`config.mk`:
```
export PLATFORM = sky130hd
export DESIGN_NAME = bufer_reader_flat
export DESIGN_NICKNAME = d
export VERILOG_FILES = /design/src/rtl/bufer_reader_pkg.sv /design/src/rtl/bufer_reader_if.sv /design/src/rtl/bufer_reader_sync_edge.sv /design/src/rtl/bufer_reader.sv /design/src/flat_wrapper.sv
export SDC_FILE = /design/constraint.sdc
export NUM_CORES = 1
export LEC_CHECK = 0
export ABC_AREA = 1
export CORE_ASPECT_RATIO = 0.9
export CORE_UTILIZATION = 55
export DETAILED_ROUTE_END_ITERATION = 12
export DONT_BUFFER_PORTS = 1
export PLACE_DENSITY_LB_ADDON = 0.25
export REMOVE_ABC_BUFFERS = 1
export SYNTH_ARGS = -nofsm -noshare
export SYNTH_HDL_FRONTEND = slang
export SYNTH_SLANG_ARGS = --single-unit
```
`constraint.sdc`:
```
create_clock -name CLK -period 2.3 [get_ports CLK]
set_input_delay 0.23 -clock CLK [delete_from_list [all_inputs] [get_ports CLK]]
set_output_delay 0.23 -clock CLK [all_outputs]
set_load 0.05 [all_outputs]
```
`src/rtl/bufer_reader_pkg.sv`:
```
// rtl/bufer_reader_pkg.sv - shared widths, bank length and reader state encoding
package bufer_reader_pkg;

    localparam int FSMC_WIDTH     = 16;
    localparam int DATA_READ_RAZR = 16;
    localparam int LENTH_BUFER    = 1024;

    typedef enum logic [1:0] {
        ST_IDLE  = 2'd0,
        ST_FETCH = 2'd1,
        ST_READY = 2'd2,
        ST_DONE  = 2'd3
    } state_e;

endpackage

```
`src/rtl/bufer_reader_if.sv`:
```
// rtl/bufer_reader_if.sv - writer/FSMC/RAM-side signal bundle of the buffer reader
// master: reader side (drives RAM read port and FSMC data), slave: environment side.
interface bufer_reader_if #(
    parameter int DATA_W = 16,
    parameter int ADDR_W = 16
);
    logic              BUFER_CHANGE;
    logic              BUFER_EN;
    logic              FSMC_NE;
    logic              FSMC_NOE;
    logic [DATA_W-1:0] MEM_DATA;
    logic [ADDR_W-1:0] MEM_ADDR;
    logic              MEM_SEL;
    logic              MEM_RD;
    logic [DATA_W-1:0] DATA_OUT;
    logic              DATA_OE;
    logic              DATA_READY;
    logic              OVERRUN;
    logic [ADDR_W-1:0] WORD_CNT;

    modport master (
        input  BUFER_CHANGE, BUFER_EN, FSMC_NE, FSMC_NOE, MEM_DATA,
        output MEM_ADDR, MEM_SEL, MEM_RD, DATA_OUT, DATA_OE, DATA_READY, OVERRUN, WORD_CNT
    );

    modport slave (
        output BUFER_CHANGE, BUFER_EN, FSMC_NE, FSMC_NOE, MEM_DATA,
        input  MEM_ADDR, MEM_SEL, MEM_RD, DATA_OUT, DATA_OE, DATA_READY, OVERRUN, WORD_CNT
    );
endinterface

```
`src/rtl/bufer_reader_sync_edge.sv`:
```
// rtl/bufer_reader_sync_edge.sv - 2-FF synchronizer with rise/fall pulses
// Ports: clk_i, rst_ni (async active-low), async_i (line to sync),
//        sync_o (synchronized level), rise_o / fall_o (one-cycle edge pulses of sync_o).
module bufer_reader_sync_edge #(
    parameter logic RST_VAL = 1'b1
) (
    input  logic clk_i,
    input  logic rst_ni,
    input  logic async_i,
    output logic sync_o,
    output logic rise_o,
    output logic fall_o
);
    logic meta_q, sync_q, prev_q;

    // Reset to the idle level of the strobe so release never fakes an edge.
    always_ff @(posedge clk_i or negedge rst_ni) begin
        if (!rst_ni) begin
            meta_q <= RST_VAL;
            sync_q <= RST_VAL;
            prev_q <= RST_VAL;
        end else begin
            meta_q <= async_i;
            sync_q <= meta_q;
            prev_q <= sync_q;
        end
    end

    assign sync_o = sync_q;
    assign rise_o = sync_q & ~prev_q;
    assign fall_o = ~sync_q & prev_q;
endmodule

```
`src/rtl/bufer_reader.sv`:
```
// rtl/bufer_reader.sv - ping-pong capture buffer drain toward the MCU over FSMC
// Ports: CLK, RESET (async active-low), bus (bufer_reader_if.master): writer toggle and
//        enable, FSMC NE/NOE strobes, RAM read port, FSMC data/OE, DATA_READY, OVERRUN, WORD_CNT.
module bufer_reader
    import bufer_reader_pkg::*;
#(
    parameter int DATA_W  = FSMC_WIDTH,
    parameter int ADDR_W  = DATA_READ_RAZR,
    parameter int BUF_LEN = LENTH_BUFER,
    parameter int RD_LAT  = 1
) (
    input  logic             CLK,
    input  logic             RESET,
    bufer_reader_if.master   bus
);
    localparam logic [ADDR_W-1:0] LEN_W = ADDR_W'(BUF_LEN);
    localparam logic [1:0]        LAT_W = 2'(RD_LAT);

    state_e            state_q, state_d;
    logic              chg_q, arm_q;
    logic              sel_q, sel_d;
    logic [ADDR_W-1:0] addr_q, addr_d, cnt_q, cnt_d, cnt_inc;
    logic              rd_q, rd_d;
    logic [1:0]        wait_q, wait_d;
    logic [DATA_W-1:0] dout_q, dout_d;
    logic              oe_q, oe_d, ready_q, ready_d, ovr_q, ovr_d;

    logic ne_s, ne_rise, ne_fall, noe_s, noe_rise, noe_fall;
    logic rd_act, rd_start, rd_end, tgl, collide, word_end, last;

    bufer_reader_sync_edge u_sync_ne (
        .clk_i(CLK), .rst_ni(RESET), .async_i(bus.FSMC_NE),
        .sync_o(ne_s), .rise_o(ne_rise), .fall_o(ne_fall)
    );
    bufer_reader_sync_edge u_sync_noe (
        .clk_i(CLK), .rst_ni(RESET), .async_i(bus.FSMC_NOE),
        .sync_o(noe_s), .rise_o(noe_rise), .fall_o(noe_fall)
    );

    // rd_act edges rebuilt from the per-line edges: a line was low last cycle
    // if it just rose, or it is low now and did not just fall.
    assign rd_act   = ~ne_s & ~noe_s;
    assign rd_start = rd_act & (ne_fall | noe_fall);
    assign rd_end   = (ne_rise | noe_rise)
                    & (ne_rise  | (~ne_s  & ~ne_fall))
                    & (noe_rise | (~noe_s & ~noe_fall));

    // arm_q masks the first cycle after reset so chg_q can pick up the live level.
    assign tgl      = arm_q & (bus.BUFER_CHANGE != chg_q);
    assign collide  = bus.BUFER_EN & (sel_q == bus.BUFER_CHANGE) & (state_q != ST_IDLE);
    assign word_end = (state_q == ST_READY) & rd_end & oe_q;
    assign cnt_inc  = cnt_q + 1'b1;
    assign last     = (cnt_inc == LEN_W);

    always_ff @(posedge CLK or negedge RESET) begin
        if (!RESET) state_q <= ST_IDLE;
        else        state_q <= state_d;
    end

    always_comb begin
        state_d = state_q;
        if (tgl) begin
            state_d = ST_FETCH;
        end else begin
            case (state_q)
                ST_FETCH: if (wait_q == 2'd0) state_d = ST_READY;
                ST_READY: if (word_end) state_d = last ? ST_DONE : ST_FETCH;
                ST_DONE:  state_d = ST_IDLE;
                default:  state_d = state_q;
            endcase
        end
    end

    always_comb begin
        sel_d   = sel_q;
        addr_d  = addr_q;
        cnt_d   = cnt_q;
        wait_d  = wait_q;
        dout_d  = dout_q;
        ready_d = ready_q;
        ovr_d   = ovr_q | collide;
        rd_d    = 1'b0;
        oe_d    = 1'b0;
        if (tgl) begin
            sel_d   = ~bus.BUFER_CHANGE;
            addr_d  = '0;
            cnt_d   = '0;
            ready_d = 1'b0;
            rd_d    = 1'b1;
            wait_d  = LAT_W;
            if (state_q != ST_IDLE) ovr_d = 1'b1;
        end else begin
            case (state_q)
                ST_FETCH: begin
                    if (wait_q == 2'd0) begin
                        dout_d  = bus.MEM_DATA;
                        ready_d = 1'b1;
                    end else begin
                        wait_d = wait_q - 1'b1;
                    end
                end
                ST_READY: begin
                    // Only strobes that begin in READY drive the bus; one held
                    // across a bank change is ignored until it is released.
                    oe_d = rd_act & (rd_start | oe_q);
                    if (word_end) begin
                        cnt_d = cnt_inc;
                        if (!last) begin
                            addr_d = addr_q + 1'b1;
                            rd_d   = 1'b1;
                            wait_d = LAT_W;
                        end
                    end
                end
                ST_DONE:  ready_d = 1'b0;
                default:  ready_d = ready_q;
            endcase
        end
    end

    always_ff @(posedge CLK or negedge RESET) begin
        if (!RESET) begin
            chg_q   <= 1'b0;
            arm_q   <= 1'b0;
            sel_q   <= 1'b0;
            addr_q  <= '0;
            cnt_q   <= '0;
            rd_q    <= 1'b0;
            wait_q  <= 2'd0;
            dout_q  <= '0;
            oe_q    <= 1'b0;
            ready_q <= 1'b0;
            ovr_q   <= 1'b0;
        end else begin
            chg_q   <= bus.BUFER_CHANGE;
            arm_q   <= 1'b1;
            sel_q   <= sel_d;
            addr_q  <= addr_d;
            cnt_q   <= cnt_d;
            rd_q    <= rd_d;
            wait_q  <= wait_d;
            dout_q  <= dout_d;
            oe_q    <= oe_d;
            ready_q <= ready_d;
            ovr_q   <= ovr_d;
        end
    end

    assign bus.MEM_ADDR   = addr_q;
    assign bus.MEM_SEL    = sel_q;
    assign bus.MEM_RD     = rd_q;
    assign bus.DATA_OUT   = dout_q;
    assign bus.DATA_OE    = oe_q;
    assign bus.DATA_READY = ready_q;
    assign bus.OVERRUN    = ovr_q;
    assign bus.WORD_CNT   = cnt_q;
endmodule

```
`src/flat_wrapper.sv`:
```
// flat-port wrapper written by rule: the top's interface ports become plain ports
module bufer_reader_flat import bufer_reader_pkg::*;
#(
    parameter int DATA_W  = FSMC_WIDTH,
    parameter int ADDR_W  = DATA_READ_RAZR,
    parameter int BUF_LEN = LENTH_BUFER,
    parameter int RD_LAT  = 1
)
  (CLK, RESET, bus_BUFER_CHANGE, bus_BUFER_EN, bus_FSMC_NE, bus_FSMC_NOE, bus_MEM_DATA, bus_MEM_ADDR, bus_MEM_SEL, bus_MEM_RD, bus_DATA_OUT, bus_DATA_OE, bus_DATA_READY, bus_OVERRUN, bus_WORD_CNT);
  bufer_reader_if #(.DATA_W(DATA_W), .ADDR_W(ADDR_W)) bus_i ();
  input  logic CLK;
  input  logic RESET;
  input wire logic [$bits(bus_i.BUFER_CHANGE)-1:0] bus_BUFER_CHANGE;
  input wire logic [$bits(bus_i.BUFER_EN)-1:0] bus_BUFER_EN;
  input wire logic [$bits(bus_i.FSMC_NE)-1:0] bus_FSMC_NE;
  input wire logic [$bits(bus_i.FSMC_NOE)-1:0] bus_FSMC_NOE;
  input wire logic [$bits(bus_i.MEM_DATA)-1:0] bus_MEM_DATA;
  output wire logic [$bits(bus_i.MEM_ADDR)-1:0] bus_MEM_ADDR;
  output wire logic [$bits(bus_i.MEM_SEL)-1:0] bus_MEM_SEL;
  output wire logic [$bits(bus_i.MEM_RD)-1:0] bus_MEM_RD;
  output wire logic [$bits(bus_i.DATA_OUT)-1:0] bus_DATA_OUT;
  output wire logic [$bits(bus_i.DATA_OE)-1:0] bus_DATA_OE;
  output wire logic [$bits(bus_i.DATA_READY)-1:0] bus_DATA_READY;
  output wire logic [$bits(bus_i.OVERRUN)-1:0] bus_OVERRUN;
  output wire logic [$bits(bus_i.WORD_CNT)-1:0] bus_WORD_CNT;
  assign bus_i.BUFER_CHANGE = bus_BUFER_CHANGE;
  assign bus_i.BUFER_EN = bus_BUFER_EN;
  assign bus_i.FSMC_NE = bus_FSMC_NE;
  assign bus_i.FSMC_NOE = bus_FSMC_NOE;
  assign bus_i.MEM_DATA = bus_MEM_DATA;
  assign bus_MEM_ADDR = bus_i.MEM_ADDR;
  assign bus_MEM_SEL = bus_i.MEM_SEL;
  assign bus_MEM_RD = bus_i.MEM_RD;
  assign bus_DATA_OUT = bus_i.DATA_OUT;
  assign bus_DATA_OE = bus_i.DATA_OE;
  assign bus_DATA_READY = bus_i.DATA_READY;
  assign bus_OVERRUN = bus_i.OVERRUN;
  assign bus_WORD_CNT = bus_i.WORD_CNT;
  bufer_reader #(.DATA_W(DATA_W), .ADDR_W(ADDR_W), .BUF_LEN(BUF_LEN), .RD_LAT(RD_LAT)) u_core (.CLK(CLK), .RESET(RESET), .bus(bus_i));
endmodule
```
* Yosys cells after proc, flatten, opt, wreduce, memory -nomap -nowiden
Cells that the tools add are included.
** Word-level totals
- Register bits after elaboration :: 65
- Latch bits :: 0
- Memory bits (writable) :: 0
- Memory bits (read-only) :: 0
- Output and inout port bits :: 53
- Memories :: 0
** Operators by class
- Add/subtract/negate cells :: 3
- Multipliers :: 0
- Div/mod/pow operators :: 0
- Order comparisons :: 0
- Equal/unequal tests :: 11
- Shift-type cells :: 0
- Mux-type cells :: 28
- Bitwise logic cells :: 30
- Reductions and logical operators :: 13
** Operator list (number)
- $mux 16 :: 7
- $add 16x1->16 const B :: 2
- $and 1x1->1 :: 16
- $eq 16x11->1 const B :: 1
- $mux 2 :: 8
- $mux 1 :: 10
- $reduce_and 3->1 :: 3
- $not 1->1 :: 8
- $ne 3x1->1 const B :: 2
- $ne 3x2->1 const B :: 2
- $or 1x1->1 :: 6
- $pmux 2 s3 :: 1
- $reduce_bool 2->1 :: 3
- $reduce_bool 3->1 :: 2
- $eq 2x2->1 const B :: 2
- $pmux 2 s2 :: 1
- $reduce_and 2->1 :: 2
- $reduce_and 4->1 :: 1
- $reduce_bool 4->1 :: 1
- $eq 2x1->1 const B :: 1
- $logic_not 2->1 :: 1
- $ne 2x1->1 const B :: 1
- $pmux 1 s2 :: 1
- $sub 2x1->2 const B :: 1
- other kinds (2) :: 2

* Depth between registers and ports, before layout
Gate-level depths: netlist of the first run.
- Depth after elaboration :: 12
- Gate-level depth with buffers :: 15
- Depth with buffers taken out :: 14

* Modules after synthesis
A second synthesis of the first run with hierarchy kept.
** Second synthesis, totals
- Cells, all modules :: 391
- Area total of the unflattened synthesis :: 3303.2 sq um
** By module, submodules not included
- bufer_reader :: times used 1, cells an instance 377, area each 3115.5 sq um, sequential area each 1476.4 sq um
- bufer_reader_sync_edge :: times used 2, cells an instance 7, area each 93.8 sq um, sequential area each 78.8 sq um

* Worst setup path after synthesis of the first run
Ideal clock, no wire load.
- Path type :: register -> register
- From :: reg u_core.cnt_q[1], in the netlist u_core.bus.WORD_CNT[1]
- To :: reg u_core.addr_q[13], in the netlist u_core.bus.MEM_ADDR[13]
- Data arrival time :: 2.103 ns
- Setup slack :: 0.123 ns
- Cell stages (with the launch flop) :: 15
- Buffers on the path :: 1
- Period minus slack after synthesis :: 2.177 ns
- Path through :: dfrtp_1 > ha_1 > nand3_1 > nor2_2 > nand2_1 > nand2_1 > nand2_1 > nor2_1 > nand2_1 > nor2_2 > nand2_2 > nand2_4 > buf_8 > nand2_2 > o21ai_2
** On the way
- Cells in the longest elaborated chain, start to end :: 4
** Ends and longest elaborated chain
- from (decl) :: line bufer_reader.sv:22 : logic [ADDR_W-1:0] addr_q, addr_d, cnt_q, cnt_d, cnt_inc;
- from (signal assigned) :: line bufer_reader.sv:139 : cnt_q <= cnt_d;
- $add 16x1->16 :: line bufer_reader.sv:52 : assign cnt_inc = cnt_q + 1'b1;
- $eq 16x11->1 :: line bufer_reader.sv:53 : assign last = (cnt_inc == LEN_W);
- $ne 2x1->1 (no source line)
- $reduce_and 3->1 (no source line)
- to (signal assigned) :: line bufer_reader.sv:138 : addr_q <= addr_d;
- to (decl) :: line bufer_reader.sv:22
No other way between the ends.
A chain may end at the register's enable or synchronous reset.

* Worst setup path in the final report of the first run
- From :: reg u_core.cnt_q[0], in the netlist u_core.bus.WORD_CNT[0]
- To :: reg u_core.addr_q[11], in the netlist u_core.bus.MEM_ADDR[11]
The elaborated chain is that of the path after synthesis.

==> results of run 1 <==
## where the power goes
group	internal, mW	switching (mW)
clock	0.521	0.498
combinational	0.326	0.566
sequential	1.37	0.721
## synthesized netlist by cell type, drive strengths merged
library cell | count | share of area
a211oi | 1 | 0.0022
a21boi | 1 | 0.0022
a21oi | 3 | 0.0044
a31o | 1 | 0.0025
buf | 3 | 0.013
clkbuf | 5 | 0.0055
clkinv | 1 | 0.0011
conb | 1 | 0.0011
dfrtp | 59 | 0.43
dfstp | 6 | 0.046
ha | 7 | 0.025
inv | 39 | 0.043
nand2 | 149 | 0.18
nand3 | 32 | 0.047
nand3b | 3 | 0.0066
nand4 | 10 | 0.018
nor2 | 29 | 0.043
nor3 | 8 | 0.013
nor4b | 1 | 0.0025
o211ai | 1 | 0.0022
o21ai | 33 | 0.066
o22ai | 7 | 0.013
o31ai | 1 | 0.0022
or2 | 8 | 0.015
xor2 | 8 | 0.020
## flip-flops by register name, indices dropped and copies added (netlist names), 2 cells and up
register	flops
u_core.bus.DATA_OUT	16
u_core.bus.MEM_ADDR	16
u_core.bus.WORD_CNT	16
u_core.state_q	2
u_core.wait_q	2
## metrics by stage
step | hold slack (ns) | worst slack (ns)
6_report | 0.102 | 0.210
2_1_floorplan | -0.0656 | -0.0144
3_5_place_dp | -0.0641 | 0.248
4_1_cts | 0.0879 | 0.242
5_1_grt | 0.100 | 0.0261
3_3_place_gp | -0.0641 | 0.307
## per-layer routing
layer	GRT usage	wire length (um)
met3	0.0732	384
met2	0.414	3590
met4	0.0867	110
met5	0	0
met1	0.308	3400
## final timing paths
kind	end	from	slack [ns]	cells past startpoint
min in group asynchronous	u_core.bus.WORD_CNT[12]	RESET	0.40	2
max in group asynchronous	u_core.u_sync_noe.sync_o	RESET	1.57	2
worst min register to register	u_core.u_sync_noe.sync_o	u_core.u_sync_noe.meta_q	0.36	0
worst max-delay path	u_core.bus.MEM_ADDR[11]	u_core.bus.WORD_CNT[0]	0.21	14
worst max register to register	u_core.bus.MEM_ADDR[11]	u_core.bus.WORD_CNT[0]	0.21	14
worst min-delay path	u_core.bus.MEM_SEL	bus_BUFER_CHANGE	0.10	3
## logic make-up after synthesis
kind of cell	after synthesis	synth area share
xor gates and xnor gates	8	0.0204
and+or+nand+nor	240	0.321
adders and majority gates	7	0.0255
DFF	65	0.476
AOI/OAI and AO/OA	48	0.0940
other	1	0.00109
buffers and inverters	48	0.0626
## worst max-delay path, cell delays in order, from the launching register on
cell and delay, ns:
dfrtp_1 0.41, ha_1 0.23, nand3_1 0.16, nor2_2 0.15, nand2_1 0.07, nand2_1 0.08
nand2_1 0.07, nor2_1 0.10, nand2_1 0.06, nor2_2 0.14, nand2_2 0.08, nand2_4 0.06
buf_12 0.22, nand2_1 0.10, o21ai_2 0.06
## layout make-up
| type | count | share of cell area |
|---|---|---|
| Clock inverter | 7 | 0.0200 |
| Multi-Input combinational cell | 304 | 0.379 |
| Inverter | 40 | 0.0358 |
| Sequential cell | 65 | 0.390 |
| Timing Repair Buffer | 59 | 0.125 |
| Clock buffer | 9 | 0.0296 |
| Tap cell | 70 | 0.0209 |
==> summary.md, run 1 <==
| Metric | Value |
|---|---|
| Worst Hold Class | in -> reg |
| Root buffer cell | clkbuf_8 |
| Drt pass-1 iters | 4 |
| Die X | approximately 85 um |
| Cells after Synth | ~420 |
| Port bufs | 0 |
| Final setup viols | 0 |
| Post-synthesis sequential area ratio | 0.476 |
| Initial DRC Count | roughly 240 |
| Post-CTS setup repair buffer count | 0 |
| Most frequent cells in the layout | 133 x nand2_1, 59 x dfrtp_1, 38 x inv_1 |
| Post-CTS Resized | 0 |
| Status | complete, no violations |
| Antenna Nets Post-Route | 0 |
| Placer Congestion | just under 0.9 |
| P&R area growth vs syn | 22.0% |
| FP Rows | 26 |
| Total GRT Usage | 0.248 |
| Number of global-route vias before repair | around 2,900 |
| CTS tree | yes |
| Nature of the critical path startpoint | register |
| Final layout net count | slightly above 500 |
| Worst skew pair latency | around 0.35 ns |
| Routed vias/inst | 5.42 |
| Drc violations | 0 |
| Fmax | around 0.48 GHz |
| Top-Level Pins | 75 |
| Reg area | between 0.0015 and 0.002 mm^2 |
| Grt ovf | 0 |
| Final Hold Vio Count | 0 |
| Commonest non-fill, non-tap cell in the layout | nand2_1 |
| Fillers | between 400 and 500 |
| Clock transition at path regs | roughly 0.080 ns |
| Pwr dens | 954 mW/mm^2 |
| Starting density of the core | 0.587 |
| Share of post-route cells with drive strength above 1 | 0.236 |
| YS warnings | 0 |
| RSZ-0062 raised after global routing | false |
| Max rail drop VDD | 0.888 mV |
| Crit path max fanout | 33 |
| Initial antenna violation count | 0 |
| # H-tree levels | 3 |
| Sink Count | 65 |
| Placed Cells | 517 |
| Leakage | around 2 nW |
| Core footprint | roughly 0.0059 mm^2 |
| Drt wl/cell | 13.5 um |
| CP endpoint kind | register |
| Largest net degree at the start of global routing | between 60 and 70 |
| Count of cell types in the netlist | 35 |
| Post-route design area | ~0.0042 mm^2 |
| Fin. max-slew vios | 0 |
| Dpl cell area | roughly 0.0038 mm^2 |
| CTS Buffer Depth | 2 |
| Inserted Diodes | 0 |
| Post-Route WL | 7480 um |
| Detailed Place HPWL | 5050 um |
| Die height | 77.0 um |
| Finished Core Util | 0.716 |
| Slew HR | 0.639 |
| Tot Pwr | approximately 4 mW |
| Critical path class | reg -> reg |
| Seq cells post-synth | 65 |
| Avg Cell Area, Syn | a little over 8 um^2 |
| Footprint of the multi-input gates | 0.00159 mm^2 |
| Clk_skew | roughly 0.009 ns |
| Final Cycle Share | 0.908 |
| Worst EP arrival | approximately 2.4 ns |
| Measured slew at the worst slew-check pin | approximately 0.54 ns |
| TNS Setup | 0 ns |
| Min cycle time layout | between 2 and 2.5 ns |
| Non-Filler Instances | 554 |
| Num CTS Buffers | 9 |
| Max-cap violations | 0 |
| Worst path required time | between 2 and 3 ns |
| Mapped Area | 0.00344 mm^2 |
| First-pass GRT wire length | between 10,000 and 15,000 um |
| Die ar. | 0.00657 mm^2 |
| CTS Hold Bufs | 21 |
| Routed via count | approximately 3,000 |
Power figures use the tool's default switching activity.
==> run 2, diff against run 1 <==
--- a/config.mk
+++ b/config.mk
@@ -10,6 +10,7 @@
 export CORE_UTILIZATION = 55
 export DETAILED_ROUTE_END_ITERATION = 12
 export DONT_BUFFER_PORTS = 1
+export GPL_TIMING_DRIVEN = 1
 export PLACE_DENSITY_LB_ADDON = 0.25
 export REMOVE_ABC_BUFFERS = 1
 export SYNTH_ARGS = -nofsm -noshare
==> constraint.sdc (replaced) <==
create_clock -name CLK -period 1.9 [get_ports CLK]
set_input_delay 0.19 -clock CLK [delete_from_list [all_inputs] [get_ports CLK]]
set_output_delay 0.19 -clock CLK [all_outputs]
set_load 0.05 [all_outputs]
==> summary.md, run 2 (synthesis gave the netlist of run 1 again) <==
| Metric | Value |
|---|---|
| Critical path class | reg -> reg |
| Placer Congestion | between 0.8 and 0.9 |
| Drt pass-1 iters | 5 |
| Min cycle time layout | roughly 2 ns |
| Routed via count | between 3,000 and 4,000 |
| Die ar. | 0.00657 mm^2 |
| Non-Filler Instances | 567 |
| Grt ovf | 0 |
| CTS tree | yes |
| Crit path max fanout | 7 |
| CP endpoint kind | register |
| Final Cycle Share | 1.05 |
| Number of global-route vias before repair | about 3,000 |
| FP Rows | 26 |
| Die X | 85.3 um |
| Final setup viols | 17 |
| Worst skew pair latency | about 0.35 ns |
| Top-Level Pins | 75 |
| Largest net degree at the start of global routing | 66 |
| Fmax | about 0.5 GHz |
| Root buffer cell | clkbuf_8 |
| Starting density of the core | 0.587 |
| Final Hold Vio Count | 0 |
| Total GRT Usage | 0.267 |
| Core footprint | slightly below 0.006 mm^2 |
| Leakage | 2.11 nW |
| Worst Setup Slack, final | -0.0920 ns |
| # H-tree levels | 3 |
| Final layout net count | around 520 |
| First-pass GRT wire length | 13,700 um |
| Worst Hold Class | in -> reg |
| Fin. max-slew vios | 0 |
| Status | complete, but fails checks |
| Detailed Place HPWL | between 5000 and 6000 um |
| Nature of the critical path startpoint | register |
| Sink Count | 65 |
| Share of post-route cells with drive strength above 1 | 0.302 |
| Max rail drop VDD | ~1.2 mV |
| Die height | around 77 um |
| Drc violations | 0 |
| Routed vias/inst | about 5.5 |
| Pwr dens | ~1100 mW/mm^2 |
| Inserted Diodes | 0 |
| Placed Cells | 526 |
| P&R area growth vs syn | 29.4% |
| Drt wl/cell | between 10 and 15 um |
| Slew HR | 0.643 |
| Clock transition at path regs | 0.07 ns |
| Initial DRC Count | ~180 |
| Worst path required time | 2.18 ns |
| Failing checks | setup timing |
| Max-cap violations | 0 |
| Hold WS | 0.0708 ns |
| Finished Core Util | 0.759 |
| Commonest non-fill, non-tap cell in the layout | nand2_1 |
| Most frequent cells in the layout | 124 x nand2_1, 56 x dfrtp_1, 45 x buf_4 |
| Post-Route WL | approximately 8300 um |
| RSZ-0062 raised after global routing | true |
| Worst EP arrival | around 2.3 ns |
| Port bufs | 0 |
| Initial antenna violation count | 0 |
| Num CTS Buffers | 9 |
| CTS Buffer Depth | 2 |
| Antenna Nets Post-Route | 0 |
| Measured slew at the worst slew-check pin | between 0.5 and 0.6 ns |
| Clk_skew | 0.00828 ns |
[run 2: cell type report]
class,count,area [um^2]
Clock buffer,9,124
Clock inverter,7,83.8
Fill cell,409,1410
Inverter,40,150
Multi-Input combinational cell,304,1670
Sequential cell,65,1640
Tap cell,70,87.6
Timing Repair Buffer,72,687
[run 2: through the flow]
| stage | worst slack [ns] | power (mW) | setup TNS (ns) | area (um^2) |
|---|---|---|---|---|
| 5_1_grt | -0.212 | 5.19 | -3.58 | 4440 |
| 2_1_floorplan | -0.414 | 3.28 | -6.99 | 3370 |
| 3_3_place_gp | 0.0624 | 3.54 | 0 | 3850 |
| 3_5_place_dp | -0.00870 | 3.60 | -0.0140 | 3850 |
| 6_report | -0.0920 | 4.90 | -1.37 | 4440 |
| 4_1_cts | 0.00944 | 4.90 | 0 | 4290 |
[run 2: where the power goes]
| part | internal, mW | leakage [nW] | switching [mW] | total, mW |
|---|---|---|---|---|
| Clock | 0.628 | 0.102 | 0.604 | 1.23 |
| Sequential | 1.66 | 0.827 | 0.879 | 2.53 |
| Combinational | 0.437 | 1.19 | 0.700 | 1.14 |
[run 2: worst paths after layout]
check,startpoint,end,slack [ns],depth (start not counted)
hold / removal,bus_BUFER_CHANGE,u_core.bus.MEM_SEL,0.07,3
max in group asynchronous,RESET,u_core.u_sync_noe.prev_q,1.20,2
hold reg to reg,u_core.u_sync_ne.meta_q,u_core.u_sync_ne.sync_o,0.36,0
min in group asynchronous,RESET,u_core.bus.WORD_CNT[11],0.41,2
setup reg to reg,u_core.bus.WORD_CNT[1],u_core.bus.MEM_ADDR[15],-0.09,14
setup / recovery,u_core.bus.WORD_CNT[1],u_core.bus.MEM_ADDR[15],-0.09,14
[run 2: worst max-delay path, cell delays in order, from the launching register on]
cell	delay, ns
dfrtp_1	0.43
buf_6	0.14
nand2_2	0.06
nor2_4	0.19
nand3_2	0.13
nand2_2	0.10
nand2_2	0.06
nor2_1	0.10
nand2_1	0.07
nor2_2	0.15
nand2_2	0.11
nand2_8	0.14
buf_12	0.14
nand2_2	0.05
o21ai_2	0.07
[run 2: timing repair]
item / 4_1_cts / 5_1_grt
endpoints found under the hold margin: 84 / 0
pin swaps: 0 / 10
setup buffers: 0 / 2
setup endpoints to repair: 8 / 33
hold buffers: 21 / 0
gates cloned: 0 / 2
resized for setup: 2 / 28
[run 2: metal layers]
metal / routed length (um) / share of wire / global-route usage / vias up
met2: 4130 / 0.50 / 0.438 / 136
met5: 0 / 0 / 0 / -
met4: 113 / 0.014 / 0.0833 / 0
li1: - / - / - / 1495
met3: 616 / 0.074 / 0.0807 / 16
met1: 3460 / 0.42 / 0.341 / 1460
